$ cat src/rtl/adas_sensor_scheduler.sv
// Periodic lidar/camera acquisition scheduler: one req/ack round per tick,
// publishes both distances with a one-cycle timer_trick strobe.
module adas_sensor_scheduler #(
  parameter int unsigned TICK_DIV = 1000,
  parameter int unsigned TIMEOUT  = 64,
  parameter int unsigned DW       = 8
) (
  input  logic          clk,
  input  logic          rst_n,
  input  logic          enable_i,
  output logic          lidar_req_o,
  input  logic          lidar_ack_i,
  input  logic [DW-1:0] lidar_data_i,
  output logic          cam_req_o,
  input  logic          cam_ack_i,
  input  logic [DW-1:0] cam_data_i,
  output logic [DW-1:0] distance_lidar_o,
  output logic [DW-1:0] distance_cam_o,
  output logic          timer_trick_o,
  output logic [1:0]    sensor_fault_o,
  output logic          overrun_o,
  output logic          busy_o
);

  localparam int unsigned TCW = (TICK_DIV > 1) ? $clog2(TICK_DIV) : 1;
  localparam int unsigned WCW = (TIMEOUT > 1) ? $clog2(TIMEOUT) : 1;
  localparam logic [TCW-1:0] TICK_LAST = TCW'(TICK_DIV - 1);
  localparam logic [WCW-1:0] WAIT_LAST = WCW'(TIMEOUT - 1);

  typedef enum logic [1:0] {
    S_WAIT,
    S_LIDAR,
    S_CAM,
    S_PUB
  } state_e;

  state_e         state_q;
  logic [TCW-1:0] tick_cnt_q, tick_cnt_d;
  logic [WCW-1:0] wait_cnt_q;
  logic [DW-1:0]  shadow_lidar_q, shadow_cam_q;
  logic           fault_lidar_q, fault_cam_q;
  logic           lidar_req_q, cam_req_q, trick_q, overrun_q, busy_q;
  logic [DW-1:0]  dist_lidar_q, dist_cam_q;
  logic [1:0]     fault_q;
  logic           tick;

  assign tick = enable_i && (tick_cnt_q == TICK_LAST);

  always_comb begin
    tick_cnt_d = '0;
    if (enable_i && (tick_cnt_q != TICK_LAST)) begin
      tick_cnt_d = tick_cnt_q + TCW'(1);
    end
  end

  always_ff @(posedge clk or negedge rst_n) begin
    if (!rst_n) begin
      tick_cnt_q <= '0;
    end else begin
      tick_cnt_q <= tick_cnt_d;
    end
  end

  always_ff @(posedge clk or negedge rst_n) begin
    if (!rst_n) begin
      state_q        <= S_WAIT;
      wait_cnt_q     <= '0;
      shadow_lidar_q <= '0;
      shadow_cam_q   <= '0;
      fault_lidar_q  <= 1'b0;
      fault_cam_q    <= 1'b0;
      lidar_req_q    <= 1'b0;
      cam_req_q      <= 1'b0;
      trick_q        <= 1'b0;
      overrun_q      <= 1'b0;
      busy_q         <= 1'b0;
      dist_lidar_q   <= '0;
      dist_cam_q     <= '0;
      fault_q        <= '0;
    end else begin
      trick_q   <= 1'b0;
      overrun_q <= tick && (state_q != S_WAIT);
      unique case (state_q)
        S_WAIT: begin
          if (tick) begin
            state_q     <= S_LIDAR;
            wait_cnt_q  <= '0;
            lidar_req_q <= 1'b1;
            busy_q      <= 1'b1;
          end
        end
        S_LIDAR: begin
          if (lidar_ack_i || (wait_cnt_q == WAIT_LAST)) begin
            state_q     <= S_CAM;
            wait_cnt_q  <= '0;
            lidar_req_q <= 1'b0;
            cam_req_q   <= 1'b1;
            if (lidar_ack_i) begin
              shadow_lidar_q <= lidar_data_i;
              fault_lidar_q  <= 1'b0;
            end else begin
              fault_lidar_q  <= 1'b1;
            end
          end else begin
            wait_cnt_q <= wait_cnt_q + WCW'(1);
          end
        end
        S_CAM: begin
          // The camera result lands in the shadow and the published outputs on
          // the same edge, so the outputs take the freshly resolved value.
          if (cam_ack_i || (wait_cnt_q == WAIT_LAST)) begin
            state_q      <= S_PUB;
            wait_cnt_q   <= '0;
            cam_req_q    <= 1'b0;
            trick_q      <= 1'b1;
            dist_lidar_q <= shadow_lidar_q;
            if (cam_ack_i) begin
              shadow_cam_q <= cam_data_i;
              fault_cam_q  <= 1'b0;
              dist_cam_q   <= cam_data_i;
              fault_q      <= {fault_lidar_q, 1'b0};
            end else begin
              fault_cam_q  <= 1'b1;
              dist_cam_q   <= shadow_cam_q;
              fault_q      <= {fault_lidar_q, 1'b1};
            end
          end else begin
            wait_cnt_q <= wait_cnt_q + WCW'(1);
          end
        end
        S_PUB: begin
          state_q <= S_WAIT;
          busy_q  <= 1'b0;
        end
        default: state_q <= S_WAIT;
      endcase
    end
  end

  assign lidar_req_o      = lidar_req_q;
  assign cam_req_o        = cam_req_q;
  assign distance_lidar_o = dist_lidar_q;
  assign distance_cam_o   = dist_cam_q;
  assign timer_trick_o    = trick_q;
  assign sensor_fault_o   = fault_q;
  assign overrun_o        = overrun_q;
  assign busy_o           = busy_q;

endmodule

$ cat config.mk
export PLATFORM = sky130hd
export DESIGN_NAME = adas_sensor_scheduler
export DESIGN_NICKNAME = d
export VERILOG_FILES = /design/src/rtl/adas_sensor_scheduler.sv
export SDC_FILE = /design/constraint.sdc
export NUM_CORES = 1
export LEC_CHECK = 0
export BUFFER_PORTS_ARGS = -buffer_cell sky130_fd_sc_hd__buf_2
export CORE_ASPECT_RATIO = 0.5
export CORE_UTILIZATION = 51
export CTS_CLUSTER_DIAMETER = 30
export DETAILED_ROUTE_END_ITERATION = 12
export PLACE_DENSITY = 0.81
export REMOVE_ABC_BUFFERS = 1
export SYNTH_ARGS = -nofsm -noshare
export SYNTH_HDL_FRONTEND = slang
export SYNTH_SLANG_ARGS = --single-unit
$ cat constraint.sdc
create_clock -name clk -period 2.7 [get_ports clk]
set_clock_uncertainty 0.2 [all_clocks]
set_input_delay 0.27 -clock clk [delete_from_list [all_inputs] [get_ports clk]]
set_output_delay 0.27 -clock clk [all_outputs]
set_load 0.005 [all_outputs]
==> results of run 1 <==
-- per-layer routing --
metal,part of all wire (%),routed length [um]
met4,0.89,40
met2,52,2310
met5,0,0
met1,43,1950
met3,4.1,185
-- final cells by class --
| cell class | count | area [um2] | share of cell area [%] |
|---|---|---|---|
| repair buffers | 55 | 333 | 12.1 |
| flip-flops and latches | 50 | 1250 | 45.4 |
| clock buffers | 5 | 68.8 | 2.50 |
| multi-input cells | 121 | 976 | 35.4 |
| inverters | 13 | 48.8 | 1.77 |
| well taps | 54 | 67.6 | 2.45 |
| clock inverters | 2 | 10.0 | 0.363 |
-- logic make-up after synthesis --
| logic type | count (synthesis) | synth area share [%] |
|---|---|---|
| and+or+nand+nor | 54 | 14.2 |
| DFF | 50 | 54.5 |
| AOI/OAI and AO/OA | 27 | 9.21 |
| muxes | 26 | 12.7 |
| buffers and inverters | 16 | 3.05 |
| xor gates and xnor gates | 8 | 3.05 |
| adders and majority gates | 6 | 3.27 |
-- sequential cells by signal, summed over array words and instances (netlist names), 2 cells and up --
register / count
sensor_fault_o: 2
state_q: 2
tick_cnt_q: 10
distance_cam_o: 8
wait_cnt_q: 6
distance_lidar_o: 8
shadow_lidar_q: 8
-- worst max-delay path, cell delays in order (launching register included) --
cell and delay (ps):
sky130_fd_sc_hd__dfrtp_1 410, sky130_fd_sc_hd__ha_1 240, sky130_fd_sc_hd__nand3_1 200, sky130_fd_sc_hd__nor2_1 150
sky130_fd_sc_hd__o21ai_2 460, sky130_fd_sc_hd__mux2_2 400
-- where the power goes --
part | total [mW] | leakage, nW | switching [mW] | internal (mW)
Clock | 0.404 | 0.0438 | 0.230 | 0.174
Combinational | 0.0571 | 0.664 | 0.0303 | 0.0268
Sequential | 0.756 | 0.686 | 0.00417 | 0.752
Total | 1.22 | 1.39 | 0.265 | 0.953
-- stage by stage --
stage | hold WS [ps] | power (mW) | setup WS [ps] | cells
after global placement | -6.40 | 0.813 | 609 | 282
after global routing | 1.80 | 1.27 | 400 | 300
after CTS | 0.796 | 1.23 | 538 | 298
after detailed placement | 3.08 | 0.816 | 544 | 282
final | 2.35 | 1.22 | 533 | 300
after floorplan | -226 | 0.781 | 782 | 184
-- synth_stat cells, types with 2 or more instances --
library cell | n | area [um2]
sky130_fd_sc_hd__xnor2_1 | 2 | 17.5
sky130_fd_sc_hd__inv_1 | 13 | 48.8
sky130_fd_sc_hd__or4_4 | 2 | 22.5
sky130_fd_sc_hd__nand4_1 | 5 | 31.3
sky130_fd_sc_hd__buf_2 | 2 | 10.0
sky130_fd_sc_hd__mux2_2 | 26 | 293
sky130_fd_sc_hd__dfrtp_1 | 50 | 1250
sky130_fd_sc_hd__a32oi_1 | 3 | 26.3
sky130_fd_sc_hd__o21ai_2 | 2 | 17.5
sky130_fd_sc_hd__o21ai_0 | 4 | 20.0
sky130_fd_sc_hd__or2b_4 | 2 | 22.5
sky130_fd_sc_hd__nand2_1 | 13 | 48.8
sky130_fd_sc_hd__xor2_1 | 6 | 52.6
sky130_fd_sc_hd__o32ai_1 | 3 | 26.3
sky130_fd_sc_hd__and3_1 | 3 | 18.8
sky130_fd_sc_hd__nand3_1 | 7 | 35.0
sky130_fd_sc_hd__nor2_1 | 13 | 48.8
sky130_fd_sc_hd__o2111ai_1 | 2 | 17.5
sky130_fd_sc_hd__ha_1 | 6 | 75.1
sky130_fd_sc_hd__a21oi_1 | 7 | 35.0
sky130_fd_sc_hd__and2_1 | 2 | 12.5
-- worst max path at each step --
stage                                    from  depth (start not counted)                              end
global placement    wait_cnt_q[0]$_DFFE_PN0P_                          5  distance_lidar_o[4]$_DFFE_PN0P_
CTS                 wait_cnt_q[0]$_DFFE_PN0P_                          5  distance_lidar_o[0]$_DFFE_PN0P_
detailed placement     state_q[0]$_DFFE_PN0P_                          6        wait_cnt_q[2]$_DFFE_PN0P_
floorplan           wait_cnt_q[0]$_DFFE_PN0P_                          5  distance_lidar_o[0]$_DFFE_PN0P_
global route           state_q[0]$_DFFE_PN0P_                          6        wait_cnt_q[2]$_DFFE_PN0P_
finish              wait_cnt_q[0]$_DFFE_PN0P_                          5  distance_lidar_o[0]$_DFFE_PN0P_
==> report_table.html, run 1 <==
<table>
<tr><th>Metric</th><th>Value</th></tr>
<tr><th colspan="2">Global route</th></tr>
<tr><td>Antenna violations before repair</td><td>0</td></tr>
<tr><td>Met2 Resource Use GR</td><td>34.0%</td></tr>
<tr><td>Global routing met1 resource utilization</td><td>25.4%</td></tr>
<tr><td>Routing layer with the top usage in global route</td><td>met2</td></tr>
<tr><td>Total congestion overflow</td><td>0</td></tr>
<tr><td>All-layer global routing usage</td><td>19.9%</td></tr>
<tr><td>Met3 demand-to-capacity share in global routing</td><td>4.54%</td></tr>
<tr><td>Number of global-route vias before repair</td><td>1618</td></tr>
<tr><td>Largest net degree at the start of global routing</td><td>35</td></tr>
<tr><td>Global-route wire length before repair</td><td>7.57 mm</td></tr>
<tr><th colspan="2">Worst setup path</th></tr>
<tr><td>Nature of the critical path endpoint</td><td>flip-flop</td></tr>
<tr><td>Startpoint class of the critical path</td><td>flip-flop</td></tr>
<tr><td>Worst reg2reg startpoint</td><td>wait_cnt_q[0]$_DFFE_PN0P_</td></tr>
<tr><td>Worst endpoint data arrival time</td><td>2150 ps</td></tr>
<tr><td>Depth of the most critical reg-to-reg path</td><td>5</td></tr>
<tr><td>Required time of the critical path</td><td>2690 ps</td></tr>
<tr><td>Biggest fanout along the worst timing path</td><td>10</td></tr>
<tr><td>Worst R2R Setup Slack</td><td>530 ps</td></tr>
<tr><td>FF-to-FF End</td><td>distance_lidar_o[0]$_DFFE_PN0P_</td></tr>
<tr><td>Category of the most critical setup path</td><td>flip-flop to flip-flop</td></tr>
<tr><th colspan="2">Pwr</th></tr>
<tr><td>Lkg Pwr</td><td>1.39 nW</td></tr>
<tr><td>Power density over cell area</td><td>442 nW/um2</td></tr>
<tr><td>Peak ir drop on the vdd network</td><td>269 uV</td></tr>
<tr><th colspan="2">Timing</th></tr>
<tr><td>Final number of hold-violating endpoints</td><td>0</td></tr>
<tr><td>Final clock period utilization by the worst path</td><td>80.3%</td></tr>
<tr><td>Number of pins with negative max-slew slack in the final report</td><td>0</td></tr>
<tr><td>Setup repair after global routing missed its margin</td><td>no</td></tr>
<tr><td>Total of endpoints with negative setup slack in the final report</td><td>0</td></tr>
<tr><td>Fin crit period</td><td>2170 ps</td></tr>
<tr><td>Worst-case headroom to the max-slew limit</td><td>64.1%</td></tr>
<tr><td>Maximum frequency from static timing analysis</td><td>461 MHz</td></tr>
<tr><td>Post-route setup TNS</td><td>0 ps</td></tr>
<tr><td>Slew at the pin with the worst max-slew slack</td><td>538 ps</td></tr>
<tr><th colspan="2">Floorplanning</th></tr>
<tr><td>Starting utilization of the core area</td><td>56.0%</td></tr>
<tr><td>Die Wd</td><td>96.9 um</td></tr>
<tr><td>Area of the core</td><td>4100 um2</td></tr>
<tr><td>Y dimension of the die</td><td>49.5 um</td></tr>
<tr><td>Area of the die</td><td>4790 um2</td></tr>
<tr><td>Row Count</td><td>16</td></tr>
<tr><td>Top Ports</td><td>44</td></tr>
<tr><th colspan="2">Synthesis</th></tr>
<tr><td>Total number of yosys warnings</td><td>0</td></tr>
<tr><td>Seq/Total Area, Yosys</td><td>54.5%</td></tr>
<tr><td>Average size of a mapped cell</td><td>12.3 um2</td></tr>
<tr><td>Number of cells produced by synthesis</td><td>187</td></tr>
<tr><td>Proportion of register bits with asynchronous set or reset after synthesis</td><td>100%</td></tr>
<tr><td>Post-Synthesis Cell Area</td><td>2300 um2</td></tr>
<tr><td>Top FF cell, synth</td><td>sky130_fd_sc_hd__dfrtp_1</td></tr>
<tr><td>Number of synthesized register bits</td><td>50</td></tr>
<tr><td>Number of different library cells in the post-synthesis netlist</td><td>35</td></tr>
<tr><td>Number of synthesized flops with an enable pin</td><td>0</td></tr>
<tr><th colspan="2">Worst hold path</th></tr>
<tr><td>Class of the tightest hold or removal check</td><td>input pin to flip-flop</td></tr>
<tr><td>Hold EP</td><td>shadow_lidar_q[6]$_DFFE_PN0P_</td></tr>
<tr><td>Worst Hold Launch</td><td>lidar_data_i[6]</td></tr>
<tr><td>Number of stages on the worst hold path</td><td>2</td></tr>
<tr><th colspan="2">Finish</th></tr>
<tr><td>Final core area utilization</td><td>67.1%</td></tr>
<tr><td>FILL cells</td><td>289</td></tr>
<tr><td>Commonest non-fill, non-tap cell in the layout</td><td>sky130_fd_sc_hd__dfrtp_1</td></tr>
<tr><td>Number of nets at the end of the flow</td><td>273</td></tr>
<tr><td>Share of cells above drive strength 1</td><td>36.2%</td></tr>
<tr><td>Final Cell Area</td><td>2760 um2</td></tr>
<tr><td>Synth-to-Final Area Change</td><td>19.9%</td></tr>
<tr><td>Most frequent cells in the layout</td><td>50 x sky130_fd_sc_hd__dfrtp_1, 43 x sky130_fd_sc_hd__buf_2, 26 x sky130_fd_sc_hd__mux2_2</td></tr>
<tr><td>ANT cells</td><td>0</td></tr>
<tr><th colspan="2">CTS</th></tr>
<tr><td>Clock root buffer</td><td>sky130_fd_sc_hd__clkbuf_8</td></tr>
<tr><td>Hold_buf cts</td><td>9</td></tr>
<tr><td>CTS tree</td><td>yes</td></tr>
<tr><td>Clock Tree Buf Depth</td><td>2</td></tr>
<tr><td>Clock tree sinks</td><td>50</td></tr>
<tr><td>Cells resized by post-CTS repair</td><td>0</td></tr>
<tr><td># Post-CTS Setup Buffers</td><td>0</td></tr>
<tr><td>Source-to-sink clock delay at the later pin of the worst-skew pair</td><td>300 ps</td></tr>
<tr><td>Total CTS buffers</td><td>5</td></tr>
<tr><td>Clk slew on worst S/H paths</td><td>80 ps</td></tr>
<tr><td>Number of levels in the clock H-tree</td><td>2</td></tr>
<tr><th colspan="2">Placed design</th></tr>
<tr><td>Total half-perimeter wirelength after legalization and detailed placement</td><td>3.13 mm</td></tr>
<tr><td>Final GP Congestion</td><td>0.799</td></tr>
<tr><td>Total placed instance area</td><td>2570 um2</td></tr>
<tr><td>Number of buffers added on ports</td><td>43</td></tr>
<tr><th colspan="2">Route</th></tr>
<tr><td>Total via count after detailed routing</td><td>1644</td></tr>
<tr><td>Routed Antenna Nets</td><td>0</td></tr>
<tr><td>1st-pass router iterations</td><td>4</td></tr>
<tr><td>DR vias/cell</td><td>5.48</td></tr>
<tr><td>Post-DR wirelength/cell</td><td>14.9 um</td></tr>
<tr><td>Residual DRC</td><td>0</td></tr>
<tr><td>Final wirelength</td><td>4.48 mm</td></tr>
<tr><td>First DRT Iteration DRCs</td><td>47</td></tr>
<tr><th colspan="2">Flow run</th></tr>
<tr><td>Max-cap check violation count</td><td>0</td></tr>
<tr><th colspan="2">Outcome</th></tr>
<tr><td>Status</td><td>completed</td></tr>
</table>
No activity file was read; power rests on OpenSTA's default activity.
==> run 2: changes to the inputs <==
--- a/config.mk
+++ b/config.mk
@@ -7,10 +7,10 @@
 export LEC_CHECK = 0
 export BUFFER_PORTS_ARGS = -buffer_cell sky130_fd_sc_hd__buf_2
 export CORE_ASPECT_RATIO = 0.5
-export CORE_UTILIZATION = 51
+export CORE_UTILIZATION = 49
 export CTS_CLUSTER_DIAMETER = 30
 export DETAILED_ROUTE_END_ITERATION = 12
-export PLACE_DENSITY = 0.81
+export PLACE_DENSITY = 0.82
 export REMOVE_ABC_BUFFERS = 1
 export SYNTH_ARGS = -nofsm -noshare
 export SYNTH_HDL_FRONTEND = slang
==> constraint.sdc (replaced) <==
create_clock -name clk -period 1.8 [get_ports clk]
set_clock_uncertainty 0.2 [all_clocks]
set_input_delay 0.18 -clock clk [delete_from_list [all_inputs] [get_ports clk]]
set_output_delay 0.18 -clock clk [all_outputs]
set_load 0.005 [all_outputs]
==> report_table.html, run 2 (same netlist as run 1, synthesis figures left out) <==
<table>
<tr><th>Metric</th><th>Value</th></tr>
<tr><th colspan="2">Worst setup path</th></tr>
<tr><td>Startpoint class of the critical path</td><td>flip-flop</td></tr>
<tr><td>Worst endpoint data arrival time</td><td>1920 ps (-230 ps)</td></tr>
<tr><td>Nature of the critical path endpoint</td><td>flip-flop</td></tr>
<tr><td>Biggest fanout along the worst timing path</td><td>5 (-5)</td></tr>
<tr><td>Required time of the critical path</td><td>1800 ps (-890 ps)</td></tr>
<tr><td>Launch point of the critical path</td><td>state_q[0]$_DFFE_PN0P_</td></tr>
<tr><td>Worst reg2reg startpoint</td><td>state_q[0]$_DFFE_PN0P_</td></tr>
<tr><td>Category of the most critical setup path</td><td>flip-flop to flip-flop</td></tr>
<tr><th colspan="2">Route</th></tr>
<tr><td>Total via count after detailed routing</td><td>2016 (+23%)</td></tr>
<tr><td>Routed Antenna Nets</td><td>0 (unchanged)</td></tr>
<tr><td>Residual DRC</td><td>0 (unchanged)</td></tr>
<tr><td>Final wirelength</td><td>6.87 mm (+53%)</td></tr>
<tr><td>DR vias/cell</td><td>5.86 (+6.9%)</td></tr>
<tr><td>1st-pass router iterations</td><td>5 (+1)</td></tr>
<tr><td>Post-DR wirelength/cell</td><td>20.0 um (+34%)</td></tr>
<tr><td>First DRT Iteration DRCs</td><td>137 (+190%)</td></tr>
<tr><th colspan="2">Worst hold path</th></tr>
<tr><td>Class of the tightest hold or removal check</td><td>input pin to flip-flop</td></tr>
<tr><td>Worst Hold Launch</td><td>enable_i</td></tr>
<tr><th colspan="2">Finish</th></tr>
<tr><td>Max FFs per register</td><td>10 (unchanged)</td></tr>
<tr><td>Number of nets at the end of the flow</td><td>313 (+15%)</td></tr>
<tr><td>Largest register by flop count</td><td>tick_cnt_q</td></tr>
<tr><td>Footprint of the flip-flops and latches</td><td>1250 um2 (+0.20%)</td></tr>
<tr><td>Synth-to-Final Area Change</td><td>46.5%</td></tr>
<tr><td>Share of cells above drive strength 1</td><td>52.3% (+16 points)</td></tr>
<tr><td>ANT cells</td><td>0 (unchanged)</td></tr>
<tr><td>Final core area utilization</td><td>75.7% (+8.6 points)</td></tr>
<tr><td>FILL cells</td><td>230 (-20%)</td></tr>
<tr><td>Area of the multi-input gates</td><td>1180 um2 (+21%)</td></tr>
<tr><td>Commonest non-fill, non-tap cell in the layout</td><td>sky130_fd_sc_hd__dfrtp_1</td></tr>
<tr><td>Most frequent cells in the layout</td><td>48 x sky130_fd_sc_hd__dfrtp_1, 43 x sky130_fd_sc_hd__buf_2, 27 x sky130_fd_sc_hd__buf_4</td></tr>
<tr><th colspan="2">Pwr</th></tr>
<tr><td>Final Total Pwr</td><td>2.10 mW (+73%)</td></tr>
<tr><td>Power density over cell area</td><td>625 nW/um2 (+41%)</td></tr>
<tr><td>Lkg Pwr</td><td>1.66 nW (+19%)</td></tr>
<tr><td>Peak ir drop on the vdd network</td><td>549 uV (+100%)</td></tr>
<tr><th colspan="2">CTS</th></tr>
<tr><td>Clk slew on worst S/H paths</td><td>100 ps (+20 ps)</td></tr>
<tr><td>CTS tree</td><td>yes</td></tr>
<tr><td>Clock Tree Buf Depth</td><td>2 (unchanged)</td></tr>
<tr><td>Clock root buffer</td><td>sky130_fd_sc_hd__clkbuf_8</td></tr>
<tr><td>Source-to-sink clock delay at the later pin of the worst-skew pair</td><td>310 ps (about the same)</td></tr>
<tr><td>Total CTS buffers</td><td>5 (unchanged)</td></tr>
<tr><td>Clock tree sinks</td><td>50 (unchanged)</td></tr>
<tr><td>Number of levels in the clock H-tree</td><td>2 (unchanged)</td></tr>
<tr><th colspan="2">Timing</th></tr>
<tr><td>Slew at the pin with the worst max-slew slack</td><td>430 ps (-108 ps)</td></tr>
<tr><td>Total of endpoints with negative setup slack in the final report</td><td>19 (+19)</td></tr>
<tr><td>Final number of hold-violating endpoints</td><td>0 (unchanged)</td></tr>
<tr><td>Worst-case headroom to the max-slew limit</td><td>71.3% (+7.2 points)</td></tr>
<tr><td>Setup repair after global routing missed its margin</td><td>yes</td></tr>
<tr><td>Maximum frequency from static timing analysis</td><td>521 MHz (+13%)</td></tr>
<tr><td>Post-route setup TNS</td><td>-678 ps (-678 ps)</td></tr>
<tr><td>Final clock period utilization by the worst path</td><td>107% (+26 points)</td></tr>
<tr><td>Number of pins with negative max-slew slack in the final report</td><td>0 (unchanged)</td></tr>
<tr><td>Fin crit period</td><td>1920 ps (-249 ps)</td></tr>
<tr><td>Final setup slack of the worst path</td><td>-118 ps (-651 ps)</td></tr>
<tr><th colspan="2">Global route</th></tr>
<tr><td>Number of global-route vias before repair</td><td>1943 (+20%)</td></tr>
<tr><td>Antenna violations before repair</td><td>0 (unchanged)</td></tr>
<tr><td>All-layer global routing usage</td><td>25.2% (+5.3 points)</td></tr>
<tr><td>Global-route wire length before repair</td><td>9.39 mm (+24%)</td></tr>
<tr><td>Total congestion overflow</td><td>0 (unchanged)</td></tr>
<tr><td>Largest net degree at the start of global routing</td><td>21 (-40%)</td></tr>
<tr><th colspan="2">Outcome</th></tr>
<tr><td>Failing checks</td><td>negative setup slack</td></tr>
<tr><td>Status</td><td>finished with violations</td></tr>
<tr><th colspan="2">Floorplanning</th></tr>
<tr><td>Row Count</td><td>17 (+1)</td></tr>
<tr><td>Top Ports</td><td>44 (unchanged)</td></tr>
<tr><td>Starting utilization of the core area</td><td>51.7% (-4.3 points)</td></tr>
<tr><td>Y dimension of the die</td><td>50.4 um (+1.9%)</td></tr>
<tr><td>Area of the die</td><td>4980 um2 (+4.0%)</td></tr>
<tr><td>Area of the core</td><td>4450 um2 (+8.3%)</td></tr>
<tr><td>Die Wd</td><td>98.8 um (+2.0%)</td></tr>
<tr><th colspan="2">Placed design</th></tr>
<tr><td>Final GP Congestion</td><td>0.813 (+1.8%)</td></tr>
<tr><td>Number of buffers added on ports</td><td>43 (unchanged)</td></tr>
<tr><td>Total half-perimeter wirelength after legalization and detailed placement</td><td>3.54 mm (+13%)</td></tr>
<tr><td>Setup Slack @ Placement</td><td>-121 ps (-665 ps)</td></tr>
<tr><th colspan="2">Flow run</th></tr>
<tr><td>Max-cap check violation count</td><td>0 (unchanged)</td></tr>
</table>
## run 2: per-stage QoR
| step | instance area, um2 | hold WS [ps] | cells |
|---|---|---|---|
| after floorplan | 2280 | -316 | 184 |
| after global placement | 2750 | -66.1 | 307 |
| after detailed placement | 2750 | -57.5 | 307 |
| after CTS | 3150 | 41.4 | 337 |
| after global routing | 3370 | 101 | 344 |
| final | 3370 | 94.8 | 344 |
## run 2: final timing paths
kind,end,slack [ps],cells past startpoint
max,wait_cnt_q[3]$_DFFE_PN0P_,-120,6
min,overrun_o$_DFF_PN0_,90,3
max reg2reg,wait_cnt_q[3]$_DFFE_PN0P_,-120,6
max in group asynchronous,shadow_lidar_q[5]$_DFFE_PN0P_,660,3
min in group asynchronous,busy_o$_DFFE_PN0P_,130,2
min reg2reg,distance_cam_o[3]$_DFFE_PN0P_,320,1
## run 2: worst max-delay path, cell delays in order, from the launching register on
cell and delay (ps):
sky130_fd_sc_hd__dfrtp_1 420, sky130_fd_sc_hd__inv_2 120, sky130_fd_sc_hd__ha_4 170, sky130_fd_sc_hd__nand2_4 50, sky130_fd_sc_hd__or4_4 530, sky130_fd_sc_hd__a32oi_1 200
sky130_fd_sc_hd__o32ai_1 110
## run 2: power by group
| part | total, mW | internal (mW) | leakage [nW] | switching [mW] |
|---|---|---|---|---|
| clock | 0.836 | 0.422 | 0.0587 | 0.415 |
| sequential | 1.13 | 1.13 | 0.683 | 0.00706 |
| combinational | 0.133 | 0.0691 | 0.923 | 0.0639 |
## run 2: final cells by class
type	instances	area share [%]
inverter	13	1.45
multi-input combinational	121	35.0
clock buffer	5	2.04
tap	57	2.12
timing repair buffer	95	20.7
clock inverter	3	1.41
sequential	50	37.2
## run 2: routing by layer
metal  track usage [%]  part of all wire, %
met3              5.29                  6.6
met4              15.2                  5.4
met2              42.9                   47
met1              30.0                   41
met5                 0                    0
## run 2: timing repair
item                       CTS  global route
gates resized for setup     16            37
hold endpoints to repair    49             0
cloned                       0             1
hold buffers                20             0
pin swaps                    5            13
setup endpoints to repair   40            41
setup buffers                2             6
==> run 3: changes to the inputs <==
--- a/config.mk
+++ b/config.mk
@@ -10,6 +10,7 @@
 export CORE_UTILIZATION = 49
 export CTS_CLUSTER_DIAMETER = 30
 export DETAILED_ROUTE_END_ITERATION = 12
+export MAX_ROUTING_LAYER = met4
 export PLACE_DENSITY = 0.82
 export REMOVE_ABC_BUFFERS = 1
 export SYNTH_ARGS = -nofsm -noshare
==> report_table.html, run 3 (same netlist as run 1, synthesis figures left out) <==
<table>
<tr><th>Metric</th><th>Value</th></tr>
<tr><th colspan="2">CTS</th></tr>
<tr><td>Total CTS buffers</td><td>5 (unchanged)</td></tr>
<tr><td>Clock root buffer</td><td>sky130_fd_sc_hd__clkbuf_8</td></tr>
<tr><td>Clk slew on worst S/H paths</td><td>100 ps (about the same)</td></tr>
<tr><td>Clock Tree Buf Depth</td><td>2 (unchanged)</td></tr>
<tr><td>Source-to-sink clock delay at the later pin of the worst-skew pair</td><td>320 ps (about the same)</td></tr>
<tr><td>CTS tree</td><td>yes</td></tr>
<tr><td>Clock tree sinks</td><td>50 (unchanged)</td></tr>
<tr><td>Number of levels in the clock H-tree</td><td>2 (unchanged)</td></tr>
<tr><th colspan="2">Worst setup path</th></tr>
<tr><td>Critical-path cell with the highest stage delay</td><td>sky130_fd_sc_hd__or4_4</td></tr>
<tr><td>Critical path, cell by cell</td><td>inv_2, ha_4, nand2_4, or4_4, a32oi_2, o32ai_2</td></tr>
<tr><td>Biggest fanout along the worst timing path</td><td>5 (unchanged)</td></tr>
<tr><td>Category of the most critical setup path</td><td>flip-flop to flip-flop</td></tr>
<tr><td>Startpoint class of the critical path</td><td>flip-flop</td></tr>
<tr><td>Worst endpoint data arrival time</td><td>1960 ps (+40 ps)</td></tr>
<tr><td>Nature of the critical path endpoint</td><td>flip-flop</td></tr>
<tr><td>Slowest Stage Delay on Critical Path</td><td>530 ps (about the same)</td></tr>
<tr><td>Required time of the critical path</td><td>1790 ps (about the same)</td></tr>
<tr><th colspan="2">Floorplanning</th></tr>
<tr><td>Top Ports</td><td>44 (unchanged)</td></tr>
<tr><td>Area of the core</td><td>4450 um2 (unchanged)</td></tr>
<tr><td>Area of the die</td><td>4980 um2 (unchanged)</td></tr>
<tr><td>Y dimension of the die</td><td>50.4 um (unchanged)</td></tr>
<tr><td>Starting utilization of the core area</td><td>51.7% (unchanged)</td></tr>
<tr><td>Die Wd</td><td>98.8 um (unchanged)</td></tr>
<tr><td>Row Count</td><td>17 (unchanged)</td></tr>
<tr><th colspan="2">Route</th></tr>
<tr><td>Routed Antenna Nets</td><td>0 (unchanged)</td></tr>
<tr><td>1st-pass router iterations</td><td>4 (-1)</td></tr>
<tr><td>First DRT Iteration DRCs</td><td>161 (+18%)</td></tr>
<tr><td>Total via count after detailed routing</td><td>2042 (+1.3%)</td></tr>
<tr><td>Final wirelength</td><td>7.42 mm (+8.1%)</td></tr>
<tr><td>Post-DR wirelength/cell</td><td>21.6 um (+8.1%)</td></tr>
<tr><td>Residual DRC</td><td>0 (unchanged)</td></tr>
<tr><td>DR vias/cell</td><td>5.94 (+1.3%)</td></tr>
<tr><th colspan="2">Worst hold path</th></tr>
<tr><td>Class of the tightest hold or removal check</td><td>input pin to flip-flop</td></tr>
<tr><th colspan="2">Timing</th></tr>
<tr><td>Maximum frequency from static timing analysis</td><td>507 MHz (-2.7%)</td></tr>
<tr><td>Post-route setup TNS</td><td>-1200 ps (-525 ps)</td></tr>
<tr><td>Final setup slack of the worst path</td><td>-170 ps (-52.6 ps)</td></tr>
<tr><td>Slew at the pin with the worst max-slew slack</td><td>453 ps (+22.3 ps)</td></tr>
<tr><td>Fin crit period</td><td>1970 ps (+52.6 ps)</td></tr>
<tr><td>Final number of hold-violating endpoints</td><td>0 (unchanged)</td></tr>
<tr><td>Total of endpoints with negative setup slack in the final report</td><td>22 (+3)</td></tr>
<tr><td>Number of pins with negative max-slew slack in the final report</td><td>0 (unchanged)</td></tr>
<tr><td>Final clock period utilization by the worst path</td><td>109% (+2.9 points)</td></tr>
<tr><td>Worst-case headroom to the max-slew limit</td><td>69.8% (-1.5 points)</td></tr>
<tr><td>Setup repair after global routing missed its margin</td><td>yes</td></tr>
<tr><th colspan="2">Global route</th></tr>
<tr><td>Largest net degree at the start of global routing</td><td>21 (unchanged)</td></tr>
<tr><td>Antenna violations before repair</td><td>0 (unchanged)</td></tr>
<tr><td>Global-route wire length before repair</td><td>9.38 mm (about the same)</td></tr>
<tr><td>Total congestion overflow</td><td>0 (unchanged)</td></tr>
<tr><td>Number of global-route vias before repair</td><td>1938 (-0.26%)</td></tr>
<tr><td>All-layer global routing usage</td><td>25.9% (+0.71 points)</td></tr>
<tr><th colspan="2">Finish</th></tr>
<tr><td>Commonest non-fill, non-tap cell in the layout</td><td>sky130_fd_sc_hd__dfrtp_1</td></tr>
<tr><td>Final Cell Area</td><td>3380 um2 (+0.30%)</td></tr>
<tr><td>Max FFs per register</td><td>10 (unchanged)</td></tr>
<tr><td>Footprint of the flip-flops and latches</td><td>1250 um2 (unchanged)</td></tr>
<tr><td>Synth-to-Final Area Change</td><td>47.0%</td></tr>
<tr><td>Largest register by flop count</td><td>tick_cnt_q</td></tr>
<tr><td>FILL cells</td><td>238 (+3.5%)</td></tr>
<tr><td>Post-route non-filler standard cell count</td><td>344 (unchanged)</td></tr>
<tr><td>Share of cells above drive strength 1</td><td>53.0% (+0.70 points)</td></tr>
<tr><td>Final core area utilization</td><td>75.9% (+0.23 points)</td></tr>
<tr><td>Most frequent cells in the layout</td><td>48 x sky130_fd_sc_hd__dfrtp_1, 43 x sky130_fd_sc_hd__buf_2, 27 x sky130_fd_sc_hd__buf_4</td></tr>
<tr><td>ANT cells</td><td>0 (unchanged)</td></tr>
<tr><td>Number of nets at the end of the flow</td><td>313 (unchanged)</td></tr>
<tr><td>Area of the multi-input gates</td><td>1190 um2 (+0.85%)</td></tr>
<tr><th colspan="2">Flow run</th></tr>
<tr><td>Max-cap check violation count</td><td>0 (unchanged)</td></tr>
<tr><th colspan="2">Outcome</th></tr>
<tr><td>Status</td><td>finished with violations</td></tr>
<tr><td>Failing checks</td><td>negative setup slack</td></tr>
<tr><th colspan="2">Placed design</th></tr>
<tr><td>Number of buffers added on ports</td><td>43 (unchanged)</td></tr>
<tr><td>Final GP Congestion</td><td>0.825 (+1.5%)</td></tr>
<tr><td>Total half-perimeter wirelength after legalization and detailed placement</td><td>3.54 mm (unchanged)</td></tr>
<tr><td>Setup Slack @ Placement</td><td>-121 ps (unchanged)</td></tr>
<tr><td>Number of cells after detailed placement</td><td>307 (unchanged)</td></tr>
<tr><td>Total placed instance area</td><td>2750 um2 (unchanged)</td></tr>
<tr><th colspan="2">Pwr</th></tr>
<tr><td>Lkg Pwr</td><td>1.67 nW (+0.13%)</td></tr>
<tr><td>Power density over cell area</td><td>629 nW/um2 (+0.55%)</td></tr>
<tr><td>Peak ir drop on the vdd network</td><td>526 uV (-4.2%)</td></tr>
</table>
run 3: worst paths after layout:
check	startpoint	endpoint	slack [ps]	depth (start not counted)
max	state_q[0]$_DFFE_PN0P_	wait_cnt_q[5]$_DFFE_PN0P_	-170	6
min reg2reg	distance_cam_o[7]$_DFFE_PN0P_	distance_cam_o[7]$_DFFE_PN0P_	310	1
max in group asynchronous	rst_n	distance_lidar_o[5]$_DFFE_PN0P_	630	3
max reg2reg	state_q[0]$_DFFE_PN0P_	wait_cnt_q[5]$_DFFE_PN0P_	-170	6
min	enable_i	overrun_o$_DFF_PN0_	110	3
min in group asynchronous	rst_n	overrun_o$_DFF_PN0_	130	2
run 3: worst max-delay path: cells and delay by family, from the launching register on:
family	cells	cell delay, ps
adders and majority gates	1	170
DFF	1	410
AOI/OAI and AO/OA	2	340
and+or+nand+nor	2	590
buffers and inverters	1	120
run 3: final cells by class:
type | count | share of cell area, %
inverter | 13 | 1.45
tap | 57 | 2.11
timing repair buffer | 95 | 20.6
clock buffer | 5 | 2.04
clock inverter | 3 | 1.41
sequential | 50 | 37.1
multi-input combinational | 121 | 35.2
run 3: through the flow:
| step | hold slack (ps) | power [mW] |
|---|---|---|
| 3_3_place_gp | -66.1 | 1.23 |
| 6_report | 112 | 2.12 |
| 4_1_cts | 41.4 | 2.08 |
| 3_5_place_dp | -57.5 | 1.24 |
| 2_1_floorplan | -316 | 1.17 |
| 5_1_grt | 110 | 2.18 |
run 3: timing repair:
| action | in CTS | in global routing |
|---|---|---|
| resized for setup | 16 | 39 |
| hold buffers | 20 | 0 |
| pin swaps | 5 | 13 |
| buffers inserted | 2 | 6 |
| setup endpoints to repair | 40 | 40 |
| cloned | 0 | 1 |
| hold endpoints to repair | 49 | 0 |
run 3: where the power goes:
group,switching (mW),internal [mW]
clock,0.427,0.422
sequential,0.00735,1.13
combinational,0.0665,0.0718
run 3: routing by layer:
layer | vias to the layer above | part of all wire [%] | wire length (um) | global-route usage [%]
met3 | 31 | 7.7 | 575 | 4.87
li1 | 865 | - | - | -
met5 | - | 0 | 0 | -
met1 | 1016 | 39 | 2920 | 30.4
met4 | 0 | 3.7 | 273 | 15.2
met2 | 130 | 49 | 3650 | 42.7
